## src/rtl/uart_rx_param_if.sv

```systemverilog
// Output handshake bundle of the parametrised UART receiver.
//   data_out   : received payload (DATA_BITS wide)
//   data_valid : buffer holds an unconsumed word
//   parity_err : parity mismatch for the buffered word
//   frame_err  : stop bit sampled low for the buffered word
//   data_ready : consumer accepts data_out this cycle
// master = receiver side, slave = consumer side.
interface uart_rx_param_if #(
  parameter int unsigned DATA_BITS = 8
) ();
  logic [DATA_BITS-1:0] data_out;
  logic                 data_valid;
  logic                 parity_err;
  logic                 frame_err;
  logic                 data_ready;

  modport master (
    output data_out,
    output data_valid,
    output parity_err,
    output frame_err,
    input  data_ready
  );

  modport slave (
    input  data_out,
    input  data_valid,
    input  parity_err,
    input  frame_err,
    output data_ready
  );
endinterface

```

## src/rtl/uart_rx_param.sv

```systemverilog
// Parametrised oversampling UART receiver with false-start rejection, parity/framing error
// reporting and a one-entry ready/valid output buffer with sticky overrun.
// Ports:
//   clock      : single clock, rising edge
//   reset      : synchronous, active-high
//   tick       : oversample enable; FSM and counters advance only when high
//   serial_in  : asynchronous serial line, idle high
//   clear_err  : clears sticky overrun
//   rx_if      : output buffer handshake (data_out/data_valid/parity_err/frame_err/data_ready)
//   overrun    : sticky, a completed word was dropped
//   busy       : FSM not idle
module uart_rx_param #(
  parameter int unsigned DATA_BITS  = 8,
  parameter int unsigned OVERSAMPLE = 16,
  parameter int unsigned PARITY_EN  = 0,
  parameter int unsigned PARITY_ODD = 0
) (
  input  logic             clock,
  input  logic             reset,
  input  logic             tick,
  input  logic             serial_in,
  input  logic             clear_err,
  uart_rx_param_if.master  rx_if,
  output logic             overrun,
  output logic             busy
);

  localparam int unsigned CntW = $clog2(OVERSAMPLE);
  localparam int unsigned BitW = $clog2(DATA_BITS + 1);
  localparam logic [CntW-1:0] CntHalf = CntW'(OVERSAMPLE / 2 - 1);
  localparam logic [CntW-1:0] CntLast = CntW'(OVERSAMPLE - 1);
  localparam logic [BitW-1:0] BitLast = BitW'(DATA_BITS - 1);

  typedef enum logic [2:0] {StIdle, StStart, StData, StParity, StStop} state_e;

  state_e                state_q;
  logic [CntW-1:0]       cnt_q;
  logic [BitW-1:0]       bitcnt_q;
  logic [DATA_BITS-1:0]  shreg_q;
  logic                  sync_q, rx_s_q;
  logic                  perr_q;
  logic                  armed_q;   // IDLE only starts after the line has been seen high
  logic [DATA_BITS-1:0]  dout_q;
  logic                  valid_q, pe_q, fe_q, ovr_q;

  logic complete, load;

  // Stop bit sampled this cycle: the frame is done.
  assign complete = tick && (state_q == StStop) && (cnt_q == CntLast);
  // Buffer is free, or is being drained in the same cycle.
  assign load     = complete && (!valid_q || rx_if.data_ready);

  always_ff @(posedge clock) begin
    if (reset) begin
      sync_q   <= 1'b1;
      rx_s_q   <= 1'b1;
      state_q  <= StIdle;
      cnt_q    <= '0;
      bitcnt_q <= '0;
      shreg_q  <= '0;
      perr_q   <= 1'b0;
      armed_q  <= 1'b0;
      dout_q   <= '0;
      valid_q  <= 1'b0;
      pe_q     <= 1'b0;
      fe_q     <= 1'b0;
      ovr_q    <= 1'b0;
    end else begin
      sync_q <= serial_in;
      rx_s_q <= sync_q;

      if (tick) begin
        unique case (state_q)
          StIdle: begin
            if (!rx_s_q && armed_q) begin
              state_q <= StStart;
              cnt_q   <= '0;
            end else if (rx_s_q) begin
              armed_q <= 1'b1;
            end
          end
          StStart: begin
            if (cnt_q == CntHalf) begin
              if (rx_s_q) begin
                // Line returned high by mid start bit: glitch, not a frame.
                state_q <= StIdle;
                armed_q <= 1'b1;
              end else begin
                state_q  <= StData;
                cnt_q    <= '0;
                bitcnt_q <= '0;
              end
            end else begin
              cnt_q <= cnt_q + 1'b1;
            end
          end
          StData: begin
            if (cnt_q == CntLast) begin
              cnt_q    <= '0;
              shreg_q  <= {rx_s_q, shreg_q[DATA_BITS-1:1]};
              bitcnt_q <= bitcnt_q + 1'b1;
              if (bitcnt_q == BitLast) begin
                state_q <= (PARITY_EN != 0) ? StParity : StStop;
              end
            end else begin
              cnt_q <= cnt_q + 1'b1;
            end
          end
          StParity: begin
            if (cnt_q == CntLast) begin
              cnt_q   <= '0;
              perr_q  <= (^shreg_q) ^ rx_s_q ^ (PARITY_ODD != 0);
              state_q <= StStop;
            end else begin
              cnt_q <= cnt_q + 1'b1;
            end
          end
          StStop: begin
            if (cnt_q == CntLast) begin
              cnt_q   <= '0;
              state_q <= StIdle;
              // A low stop bit must not look like the next start edge.
              armed_q <= rx_s_q;
            end else begin
              cnt_q <= cnt_q + 1'b1;
            end
          end
          default: state_q <= StIdle;
        endcase
      end

      // Output buffer runs every clock, independent of tick.
      if (load) begin
        dout_q  <= shreg_q;
        pe_q    <= (PARITY_EN != 0) ? perr_q : 1'b0;
        fe_q    <= !rx_s_q;
        valid_q <= 1'b1;
      end else if (valid_q && rx_if.data_ready) begin
        valid_q <= 1'b0;
      end

      // A new drop wins over a simultaneous clear.
      if (complete && !load) begin
        ovr_q <= 1'b1;
      end else if (clear_err) begin
        ovr_q <= 1'b0;
      end
    end
  end

  assign rx_if.data_out   = dout_q;
  assign rx_if.data_valid = valid_q;
  assign rx_if.parity_err = pe_q;
  assign rx_if.frame_err  = fe_q;
  assign overrun          = ovr_q;
  assign busy             = (state_q != StIdle);

endmodule

```

## src/flat_wrapper.sv

```systemverilog
// flat-port wrapper written by rule: the top's interface ports become plain ports
module uart_rx_param_flat 
#(
  parameter int unsigned DATA_BITS  = 8,
  parameter int unsigned OVERSAMPLE = 16,
  parameter int unsigned PARITY_EN  = 0,
  parameter int unsigned PARITY_ODD = 0
)
  (clock, reset, tick, serial_in, clear_err, overrun, busy, rx_if_data_out, rx_if_data_valid, rx_if_parity_err, rx_if_frame_err, rx_if_data_ready);
  uart_rx_param_if #(.DATA_BITS(DATA_BITS)) rx_if_i ();
  input  logic clock;
  input  logic reset;
  input  logic tick;
  input  logic serial_in;
  input  logic clear_err;
  output logic overrun;
  output logic busy;
  output wire logic [$bits(rx_if_i.data_out)-1:0] rx_if_data_out;
  output wire logic [$bits(rx_if_i.data_valid)-1:0] rx_if_data_valid;
  output wire logic [$bits(rx_if_i.parity_err)-1:0] rx_if_parity_err;
  output wire logic [$bits(rx_if_i.frame_err)-1:0] rx_if_frame_err;
  input wire logic [$bits(rx_if_i.data_ready)-1:0] rx_if_data_ready;
  assign rx_if_data_out = rx_if_i.data_out;
  assign rx_if_data_valid = rx_if_i.data_valid;
  assign rx_if_parity_err = rx_if_i.parity_err;
  assign rx_if_frame_err = rx_if_i.frame_err;
  assign rx_if_i.data_ready = rx_if_data_ready;
  uart_rx_param #(.DATA_BITS(DATA_BITS), .OVERSAMPLE(OVERSAMPLE), .PARITY_EN(PARITY_EN), .PARITY_ODD(PARITY_ODD)) u_core (.clock(clock), .reset(reset), .tick(tick), .serial_in(serial_in), .clear_err(clear_err), .rx_if(rx_if_i), .overrun(overrun), .busy(busy));
endmodule
```

## config.mk

```make
export PLATFORM = sky130hd
export DESIGN_NAME = uart_rx_param_flat
export DESIGN_NICKNAME = d
export VERILOG_FILES = /design/src/rtl/uart_rx_param_if.sv /design/src/rtl/uart_rx_param.sv /design/src/flat_wrapper.sv
export SDC_FILE = /design/constraint.sdc
export NUM_CORES = 1
export LEC_CHECK = 0
export ABC_AREA = 1
export BUFFER_PORTS_ARGS = -buffer_cell sky130_fd_sc_hd__buf_2
export CORE_MARGIN = 2
export CORE_UTILIZATION = 50
export DETAILED_ROUTE_END_ITERATION = 6
export PLACE_DENSITY = 0.7
export SYNTH_ARGS = -nofsm -noshare
export SYNTH_HDL_FRONTEND = slang
export SYNTH_SLANG_ARGS = --single-unit
```

## constraint.sdc

```tcl
create_clock -name clock -period 2 [get_ports clock]
set_input_delay 0.6 -clock clock [delete_from_list [all_inputs] [get_ports clock]]
set_output_delay 0.6 -clock clock [all_outputs]
set_load 0.02 [all_outputs]
```

==> run metrics, run 1 <==
status finished clean; crit-path max FO 6; fillers between 200 and 300; final setup fails 0; Peak Freq approximately 0.54 GHz; fin crit share slightly above 90%; clk_lat worst skew between 0.3 and 0.4 ns; ANT nets after route 0; placed cells between 200 and 300; pwr dens between 1000 and 1500 nW/um^2; WP data required 1.40 ns; synthesis warning total 0; Simple-Gate Fraction of Synth Area approximately two fifths; Setup TNS 0 ns; dpl cell area around 1700 sq um; Critical Path End Type output pin; Clock Sinks 33; syn nets 239; detailed placement HPWL around 2300 um; multiplexer share of the synthesized area 0%; setup bufs post-CTS 0; top cells by area, synth dfxtp_1 (42%), nand2_1 (14%), nand3_1 (8.0%); core area between 3000 and 4000 sq um; number of global-route vias before repair roughly 1200; FP Rows 20; DRC 0; crit path DAT 1.26 ns; chip height ~60 um; Layout Utilization 57.7%; DRT Pass-1 Iters 4; Pleak about 0.00074 uW; post-synthesis average cell area 6.78 sq um; die footprint 3600 sq um; CTS tree built; clk slew on worst S/H paths 0.11 ns; Fin Clk Skew 0.0121 ns; Final Hold Violating Endpoints 0; wire length per cell about 11 um; initial antenna violation count 0; layout cells sized above 1 between 10% and 20%; Vias between 1000 and 1500; Worst setup SP type register; critical path, cell by cell nor2_2, nand2_1, buf_2; register area share after synthesis 42.2%; Post-Synth XOR/XNOR Area less than 1%; slowest stage delay, CP about 0.4 ns; path type of the worst setup path register to output pin; GRT overflow 0; Cells after Synth roughly 230; pin count of the biggest net entering global routing 13; main combinational cell family by area after synthesis simple AND/OR/NAND/NOR gates; H-tree depth 2; Detailed Route WL roughly 3200 um; commonest non-fill, non-tap cell in the layout nand2_1; Synth area leader dfxtp_1; VDD IR-drop max around 0.00074 V; Crit-path slowest cell dfxtp_1; CTS resizes 0; fin crit period roughly 1.9 ns; post-synthesis adder-cell area fraction under 10%; First DRT Iteration DRCs 48; Synth cell types 20; Hold Buf Count CTS 0; Via density 4.88; share of the synthesized area in the top cell type a little over two fifths; Hold Slack approximately 0.41 ns; # nets final 259; antenna cells 0; most frequent cells in the layout nand2_1 (59), nor2_1 (33), dfxtp_1 (33), nand3_1 (25), a21oi_1 (22); clock buffer count from CTS 5; Die W roughly 60 um; compound-gate portion of the synthesized area 10.4%; I/O pins 19; Area Growth Syn to Fin 11.5%; starting density of the core ~52%; RSZ-0062 raised after global routing no; HP Class register to register; first-pass GRT wire length approximately 5300 um; FF+latch count, synth 33; CTS root buf clkbuf_4; Mapped Area about 1600 sq um; fin. max-slew vios 0; CTS max path bufs 2; Overall Global Routing Usage about a fifth; Cell Count, Final, Fillers Out 296; Max-cap violations 0; port bufs 17; GPL Wtd Cong roughly 0.85; Final Cell Area ~1700 sq um
==> logic make-up after synthesis <==
kind of cell / Yosys count
AND/OR/NAND/NOR: 136
AO/OA/AOI/OAI: 32
other: 1
adder cells (fa/ha/maj): 2
buffers and inverters: 26
XOR/XNOR: 1
flip-flops: 33
==> worst max-delay path, delay by kind of cell (launching register included) <==
family	cells	cell delay (ns)
simple gates	2	0.33
flops	1	0.40
buf+inv	1	0.18
==> sequential cells by signal (all words and copies together) (netlist names) <==
| signal | flops |
|---|---|
| u_core.armed_q | 1 |
| u_core.cnt_q | 4 |
| u_core.state_q | 3 |
| u_core.rx_if.data_valid | 1 |
| u_core.shreg_q | 8 |
| u_core.sync_q | 1 |
| u_core.bitcnt_q | 4 |
| u_core.rx_if.data_out | 8 |
| u_core.rx_if.frame_err | 1 |
| u_core.overrun | 1 |
| u_core.rx_s_q | 1 |
==> layout make-up <==
| cell class | count | area (sq um) | share of cell area, % |
|---|---|---|---|
| clock buffer | 5 | 37.5 | 2.15 |
| multi-input combinational | 172 | 801 | 45.8 |
| sequential | 33 | 661 | 37.8 |
| tap | 44 | 55.1 | 3.15 |
| inverter | 20 | 75.1 | 4.30 |
| timing repair buffer | 19 | 100 | 5.73 |
| clock inverter | 3 | 17.5 | 1.00 |
==> power breakdown <==
| group | switching, uW | total (uW) | internal [uW] |
|---|---|---|---|
| Sequential | 72.0 | 776 | 704 |
| Clock | 235 | 367 | 132 |
| Combinational | 525 | 756 | 231 |
| Total | 832 | 1900 | 1070 |
==> metrics by stage <==
| stage | worst slack (ns) | power (uW) |
|---|---|---|
| 6_report | 0.139 | 1900 |
| 5_1_grt | 0.00224 | 2080 |
| 4_1_cts | 0.134 | 1920 |
| 3_5_place_dp | 0.393 | 1540 |
| 3_3_place_gp | 0.405 | 1540 |
| 2_1_floorplan | 0.589 | 1380 |
==> cell usage after synthesis (all sizes together) <==
library cell,count
a21oi,22
buf,2
clkbuf,4
conb,1
dfxtp,33
ha,2
inv,20
nand2,60
nand3,27
nand4,6
nor2,40
nor3,1
o21ai,9
o31ai,1
or2,2
xnor2,1
==> layer usage <==
| metal | GRT usage (%) | vias up | wire (um) |
|---|---|---|---|
| met3 | 7.14 | 7 | 160 |
| li1 | - | 788 | - |
| met5 | 0 | - | 0 |
| met2 | 30.9 | 31 | 1360 |
| met4 | 7.62 | 0 | 59 |
| met1 | 25.8 | 618 | 1580 |
==> path summary, 6_finish.rpt <==
kind / startpoint / to / slack (ns) / cells after the start
max: u_core.state_q[1] / busy / 0.14 / 3
min reg2reg: u_core.sync_q / u_core.rx_s_q / 0.41 / 1
max reg2reg: u_core.cnt_q[0] / u_core.rx_if.frame_err / 0.35 / 6
min: u_core.sync_q / u_core.rx_s_q / 0.41 / 1
Power figures use the tool's default switching activity.
==> inputs of run 2 (changes only) <==
- CELL_PAD_IN_SITES_DETAIL_PLACEMENT: default -> 0
- CELL_PAD_IN_SITES_GLOBAL_PLACEMENT: default -> 1
- CORE_UTILIZATION: 50 -> 40
- PLACE_DENSITY: 0.7 -> default
- PLACE_DENSITY_LB_ADDON: default -> 0.1
==> run 2 against run 1 <==
Via count increased by 1.7%; largest cell class unchanged; critical path depth unchanged; sequential share of layout area decreased by 0.93 points; count of clock-buffer cells in the layout increased by 2; cell count increased by 1.4%; global-route usage decreased by 2.1 points; utilization decreased by 9.5 points; critical endpoint unchanged; die area increased by 23%; wire length increased by 5.9%.
==> run metrics, run 2 (synthesized netlist as in run 1, its figures left out) <==
First DRT Iteration DRCs 79 (was 48); Cell Count, Final, Fillers Out 300 (was 296); antenna cells 0 (unchanged); clk slew on worst S/H paths 0.07 ns (was 0.11 ns); fin. max-slew vios 0 (unchanged); H-tree depth 2 (unchanged); Hold Startpoint u_core.sync_q (unchanged); Max-cap violations 0 (unchanged); fin crit period 1.75 ns (was 1.86 ns); HP Class register to register (unchanged); Detailed Route WL 3340 um (was 3160 um); Sw Ratio 40.3% (was 43.8%); wire length per cell 11.1 um (was 10.7 um); dpl cell area 1700 sq um (was 1690 sq um); setup bufs post-CTS 0 (unchanged); Clock Sinks 33 (unchanged); number of global-route vias before repair 1359 (was 1240); Overall Global Routing Usage 18.0% (was 20.1%); first-pass GRT wire length 5960 um (was 5330 um); Setup TNS 0 ns (unchanged); register area 661 sq um (unchanged); path type of the worst setup path register to output pin (unchanged); port bufs 17 (unchanged); pwr dens 1130 nW/um^2 (was 1090 nW/um^2); starting density of the core 42.2% (was 51.7%); Fin Clk Skew 0.00771 ns (was 0.0121 ns); Flop pwr share 38.2% (was 40.9%); FP Rows 22 (was 20); Final Cell Area 1790 sq um (was 1750 sq um); CTS max path bufs 2 (unchanged); Critical Path End Type output pin (unchanged); fillers 384 (was 298); core area 3720 sq um (was 3030 sq um); I/O pins 19 (unchanged); CTS root buf clkbuf_8 (was clkbuf_4); ANT nets after route 0 (unchanged); Peak Freq 0.571 GHz (was 0.537 GHz); Reg2Reg Setup Slack 0.34 ns (was 0.35 ns); Via density 4.89 (was 4.88); layout cells sized above 1 16.7% (was 17.1%); worst reg2reg path depth 6 (unchanged); reg-to-reg startpoint u_core.cnt_q[0] (unchanged); Clock power frac 24.6% (was 19.3%); detailed placement HPWL 2400 um (was 2310 um); placed cells 293 (was 288); worst reg2reg endpoint u_core.rx_if.frame_err (unchanged); clk_lat worst skew 0.28 ns (was 0.35 ns); multi-input logic area 801 sq um (unchanged); Worst setup SP type register (unchanged); CTS tree built (unchanged); Sw Pwr 817 uW (was 832 uW); Gate power share 37.2% (was 39.8%); status finished clean (unchanged); WP data required 1.40 ns (about the same); internal power 1210 uW (was 1070 uW); DRT Pass-1 Iters 4 (unchanged); Pleak 0.000761 uW (was 0.000744 uW); worst hold endpoint u_core.rx_s_q (unchanged); VDD IR-drop max 0.000576 V (was 0.000738 V); Area Growth Syn to Fin 14.3% (was 11.5%); Die W 66.6 um (was 60.0 um); fin crit share 87.5% (was 93.1%); final setup fails 0 (unchanged); Vias 1468 (was 1444); DRC 0 (unchanged); most frequent cells in the layout nand2_1 (59), nor2_1 (33), dfxtp_1 (33), nand3_1 (25), a21oi_1 (22) (unchanged); final worst setup slack 0.249 ns (was 0.139 ns); die footprint 4430 sq um (was 3600 sq um); Worst Hold Depth 1 (unchanged); GPL Wtd Cong 0.766 (was 0.852); total design power 2030 uW (was 1900 uW); chip height 66.6 um (was 60.0 um); crit-path max FO 6 (unchanged); CTS resizes 0 (unchanged); Final Hold Violating Endpoints 0 (unchanged); clock buffer count from CTS 5 (unchanged); pin count of the biggest net entering global routing 22 (was 13); commonest non-fill, non-tap cell in the layout nand2_1 (unchanged); Hold Buf Count CTS 0 (unchanged); pre-CTS setup slack 0.339 ns (was 0.393 ns); RSZ-0062 raised after global routing no (unchanged); # nets final 260 (was 259); crit path DAT 1.15 ns (was 1.26 ns); GRT overflow 0 (unchanged); initial antenna violation count 0 (unchanged)
-- run 2: cell types whose count changed in the layout (fill, tap and decap cells not counted), sizes merged --
cell,change
clkinvlp,-1
clkinv,-2
clkbuf,+2
buf,+1
-- run 2: per-layer routing --
metal | track usage, % | up-vias | wire [um]
met5 | 0 | - | 0
met4 | 9.18 | 0 | 58
met3 | 4.22 | 4 | 150
met2 | 27.6 | 26 | 1410
met1 | 23.4 | 648 | 1720
li1 | - | 790 | -
-- run 2: stage by stage --
step                hold slack (ns)  util [%]
CTS                           0.414      48.2
global route                  0.437      48.2
floorplan                     0.389         -
global placement              0.393      45.9
detailed placement            0.399      45.9
finish                        0.410      48.2
-- run 2: layout make-up --
type	count	share of cell area [%]
inverter	20	4.19
tap	48	3.35
multi-input combinational	172	44.7
clock buffer	7	4.82
timing repair buffer	20	6.01
sequential	33	36.9
-- run 2: worst max-delay path by stage --
| stage | endpoint | depth (start not counted) | from |
|---|---|---|---|
| 6_report | busy | 3 | u_core.state_q[1] |
| 5_1_grt | u_core.bitcnt_q[2] | 8 | u_core.cnt_q[0] |
| 4_1_cts | busy | 3 | u_core.state_q[0] |
| 3_5_place_dp | u_core.rx_if.data_out[5] | 6 | u_core.cnt_q[0] |
| 3_3_place_gp | u_core.bitcnt_q[1] | 8 | u_core.cnt_q[0] |
| 2_1_floorplan | u_core.bitcnt_q[3] | 8 | u_core.cnt_q[0] |
-- run 2: power by group through the flow --
stage | registers, uW | clock network [uW] | logic, uW
after floorplan | 773 | 0 | 603
after global placement | 787 | 0 | 778
after detailed placement | 787 | 0 | 759
after CTS | 772 | 517 | 763
after global routing | 782 | 551 | 888
final | 773 | 498 | 754
-- run 2: critical path, stage by stage, from the launching register on --
cell,delay (ns)
dfxtp_1,0.38
nor2_2,0.19
nand2_1,0.12
buf_2,0.18
==> inputs of run 3 (changes only) <==
- ABC_AREA: 1 -> default
- CORE_UTILIZATION: 40 -> 43
==> run 3 against run 2 <==
Critical path depth increased by 1; clock skew decreased by 0.00099 ns; area after synthesis decreased by 2.9%; sequential power decreased by 14%; combinational power decreased by 94%; largest cell class unchanged; cell area decreased by 3.1%; highest routed layer unchanged.
==> run metrics, run 3 <==
path type of the worst setup path register to output pin (unchanged); wire length per cell 13.4 um (was 11.1 um); I/O pins 19 (unchanged); clk_lat worst skew 0.33 ns (was 0.28 ns); Final Hold Violating Endpoints 0 (unchanged); DRT Pass-1 Iters 4 (unchanged); Synth area leader dfxtp_1 (unchanged); RSZ-0062 raised after global routing no (unchanged); busiest grt layer met2 (unchanged); status finished clean (unchanged); number of flops mapped to enable cells by yosys 0 (unchanged); crit path DAT 1.33 ns (was 1.15 ns); Global Route met1 Usage 22.2% (was 23.4%); Max-cap violations 0 (unchanged); dpl cell area 1680 sq um (was 1700 sq um); FP Rows 21 (was 22); syn nets 173 (was 239); Hold Slack 0.423 ns (was 0.410 ns); starting density of the core 45.2% (was 42.2%); # nets final 195 (was 260); Peak Freq 0.519 GHz (was 0.571 GHz); end point of the critical path busy (unchanged); Clock Sinks 33 (unchanged); pin count of the biggest net entering global routing 17 (was 22); Final Cell Area 1740 sq um (was 1790 sq um); reg-to-reg startpoint u_core.cnt_q[0] (unchanged); Synth Flop Type dfxtp_1 (unchanged); fin crit period 1.93 ns (was 1.75 ns); Synth cell types 44 (was 20); port bufs 17 (unchanged); register area share after synthesis 43.4% (was 42.2%); pwr dens 613 nW/um^2 (was 1130 nW/um^2); Hold Buf Count CTS 0 (unchanged); Overall Global Routing Usage 17.2% (was 18.0%); H-tree depth 2 (unchanged); most frequent cells in the layout dfxtp_1 (31), nor2_1 (19), buf_2 (17), mux2i_1 (16) (was nand2_1 (59), nor2_1 (33), dfxtp_1 (33), nand3_1 (25), a21oi_1 (22)); post-synthesis average cell area 9.22 sq um (was 6.78 sq um); top cells by area, synth dfxtp_1 (43%), mux2i_1 (11%), nor2_1 (4.7%) (was dfxtp_1 (42%), nand2_1 (14%), nand3_1 (8.0%)); GR met2 Demand/Resource 27.5% (was 27.6%); worst reg2reg endpoint u_core.bitcnt_q[2] (was u_core.rx_if.frame_err); core area 3360 sq um (was 3720 sq um); Critical Path End Type output pin (unchanged); synthesis warning total 0 (unchanged); VDD IR-drop max 0.000430 V (was 0.000576 V); Cell Count, Final, Fillers Out 234 (was 300); initial antenna violation count 0 (unchanged); placed cells 226 (was 293); final setup fails 0 (unchanged); clock buffer count from CTS 5 (unchanged); number of global-route vias before repair 1204 (was 1359); fin crit share 96.3% (was 87.5%); WP data required 1.40 ns (about the same); die footprint 4030 sq um (was 4430 sq um); Pleak 0.000665 uW (was 0.000761 uW); Via density 5.41 (was 4.89); First DRT Iteration DRCs 36 (was 79); HP Class register to register (unchanged); setup bufs post-CTS 0 (unchanged); clk slew on worst S/H paths 0.10 ns (was 0.07 ns); CTS max path bufs 2 (unchanged); CTS tree built (unchanged); detailed placement HPWL 2290 um (was 2400 um); Async SR Flop Fraction 0% (unchanged); GRT overflow 0 (unchanged); commonest non-fill, non-tap cell in the layout dfxtp_1 (was nand2_1); ANT nets after route 0 (unchanged); first-pass GRT wire length 5530 um (was 5960 um); Commonest cells post-synth dfxtp_1 (33), nor2_1 (19), mux2i_1 (16) (was nand2_1 (59), dfxtp_1 (33), nor2_1 (33)); Vias 1266 (was 1468); Fin Clk Skew 0.00672 ns (was 0.00771 ns); Die W 63.5 um (was 66.6 um); layout cells sized above 1 23.9% (was 16.7%); Mapped Area 1520 sq um (was 1570 sq um); FF+latch count, synth 33 (unchanged); global routing usage on met3 5.00% (was 4.22%); Setup TNS 0 ns (unchanged); crit-path max FO 8 (was 6); Detailed Route WL 3130 um (was 3340 um); GPL Wtd Cong 0.913 (was 0.766); fin. max-slew vios 0 (unchanged); antenna cells 0 (unchanged); share of the synthesized area in the top cell type 43.4% (was 42.2%); Cells after Synth 165 (was 231); most frequent cell after synthesis dfxtp_1 (was nand2_1); worst reg2reg path depth 5 (was 6); Area Growth Syn to Fin 14.1% (was 14.3%); CP Launch Point u_core.state_q[1] (unchanged); Worst setup SP type register (unchanged); chip height 63.5 um (was 66.6 um); Reg2Reg Setup Slack 0.16 ns (was 0.34 ns); DRC 0 (unchanged); CTS root buf clkbuf_4 (was clkbuf_8)
-- run 3: cell count changes after synthesis, moves of 4 or more --
| cell | before | now |
|---|---|---|
| nand4_1 | 6 | 2 |
| nor2_1 | 33 | 19 |
| nor3b_1 | 0 | 4 |
| mux2i_1 | 0 | 16 |
| nand3_1 | 25 | 5 |
| a21oi_1 | 22 | 7 |
| o211ai_1 | 0 | 9 |
| nand2_1 | 59 | 5 |
| nor2_2 | 7 | 1 |
| inv_1 | 17 | 5 |
-- run 3: cell type report --
class / count / area [sq um]
repair buffers: 26 / 153
clock buffers: 6 / 41.3
fillers: 342 / 1630
multi-input cells: 116 / 792
inverters: 5 / 18.8
clock inverters: 2 / 10.0
well taps: 46 / 57.6
flip-flops and latches: 33 / 663
-- run 3: how the worst min path moves through the flow --
stage          cells after the start  slack [ns]             to          start
5_1_grt                            2        0.44  u_core.sync_q      serial_in
3_3_place_gp                       1        0.40  u_core.rx_s_q  u_core.sync_q
4_1_cts                            1        0.43  u_core.rx_s_q  u_core.sync_q
2_1_floorplan                      1        0.39  u_core.rx_s_q  u_core.sync_q
6_report                           1        0.42  u_core.rx_s_q  u_core.sync_q
3_5_place_dp                       1        0.40  u_core.rx_s_q  u_core.sync_q
-- run 3: worst max-delay path: stages, from the launching register on --
cell     delay [ns]
dfxtp_2        0.37
buf_4          0.16
nor3_2         0.21
inv_2          0.09
buf_2          0.17
-- run 3: power breakdown --
part | internal (uW) | leakage [uW] | total [uW] | switching, uW
Sequential | 660 | 0.000268 | 665 | 4.36
Clock | 134 | 0.0000320 | 354 | 221
Combinational | 16.5 | 0.000365 | 44.4 | 27.8
-- run 3: repair_timing --
item / CTS / global route
endpoints found under the hold margin: 0 / 0
pin swaps: 0 / 0
gates resized for setup: 3 / 1
endpoints found under the setup margin: 1 / 1
-- run 3: metrics by stage --
stage	util, %	total power, uW	setup slack [ns]
CTS	51.6	1070	0.0359
global placement	49.9	723	0.214
finish	51.6	1060	0.0737
global route	51.6	1110	0.0193
floorplan	-	710	0.205
detailed placement	49.9	724	0.158
-- run 3: kinds of logic (layout without fill, tap and decap cells) --
logic type,after synthesis,after routing,synth area share (%)
simple gates,57,57,20.8
buf+inv,16,39,5.18
other cells,1,1,0.246
mux,16,16,10.5
fa+ha+maj,2,2,1.64
xor+xnor,1,1,0.576
compound gates,39,39,17.6
flops,33,33,43.4
-- run 3: routing by layer --
layer / routed length (um) / vias up / part of all wire (%)
met1: 1560 / 601 / 50
li1: - / 641 / -
met2: 1420 / 18 / 45
met4: 44 / 0 / 1.4
met3: 105 / 6 / 3.4
met5: 0 / - / 0
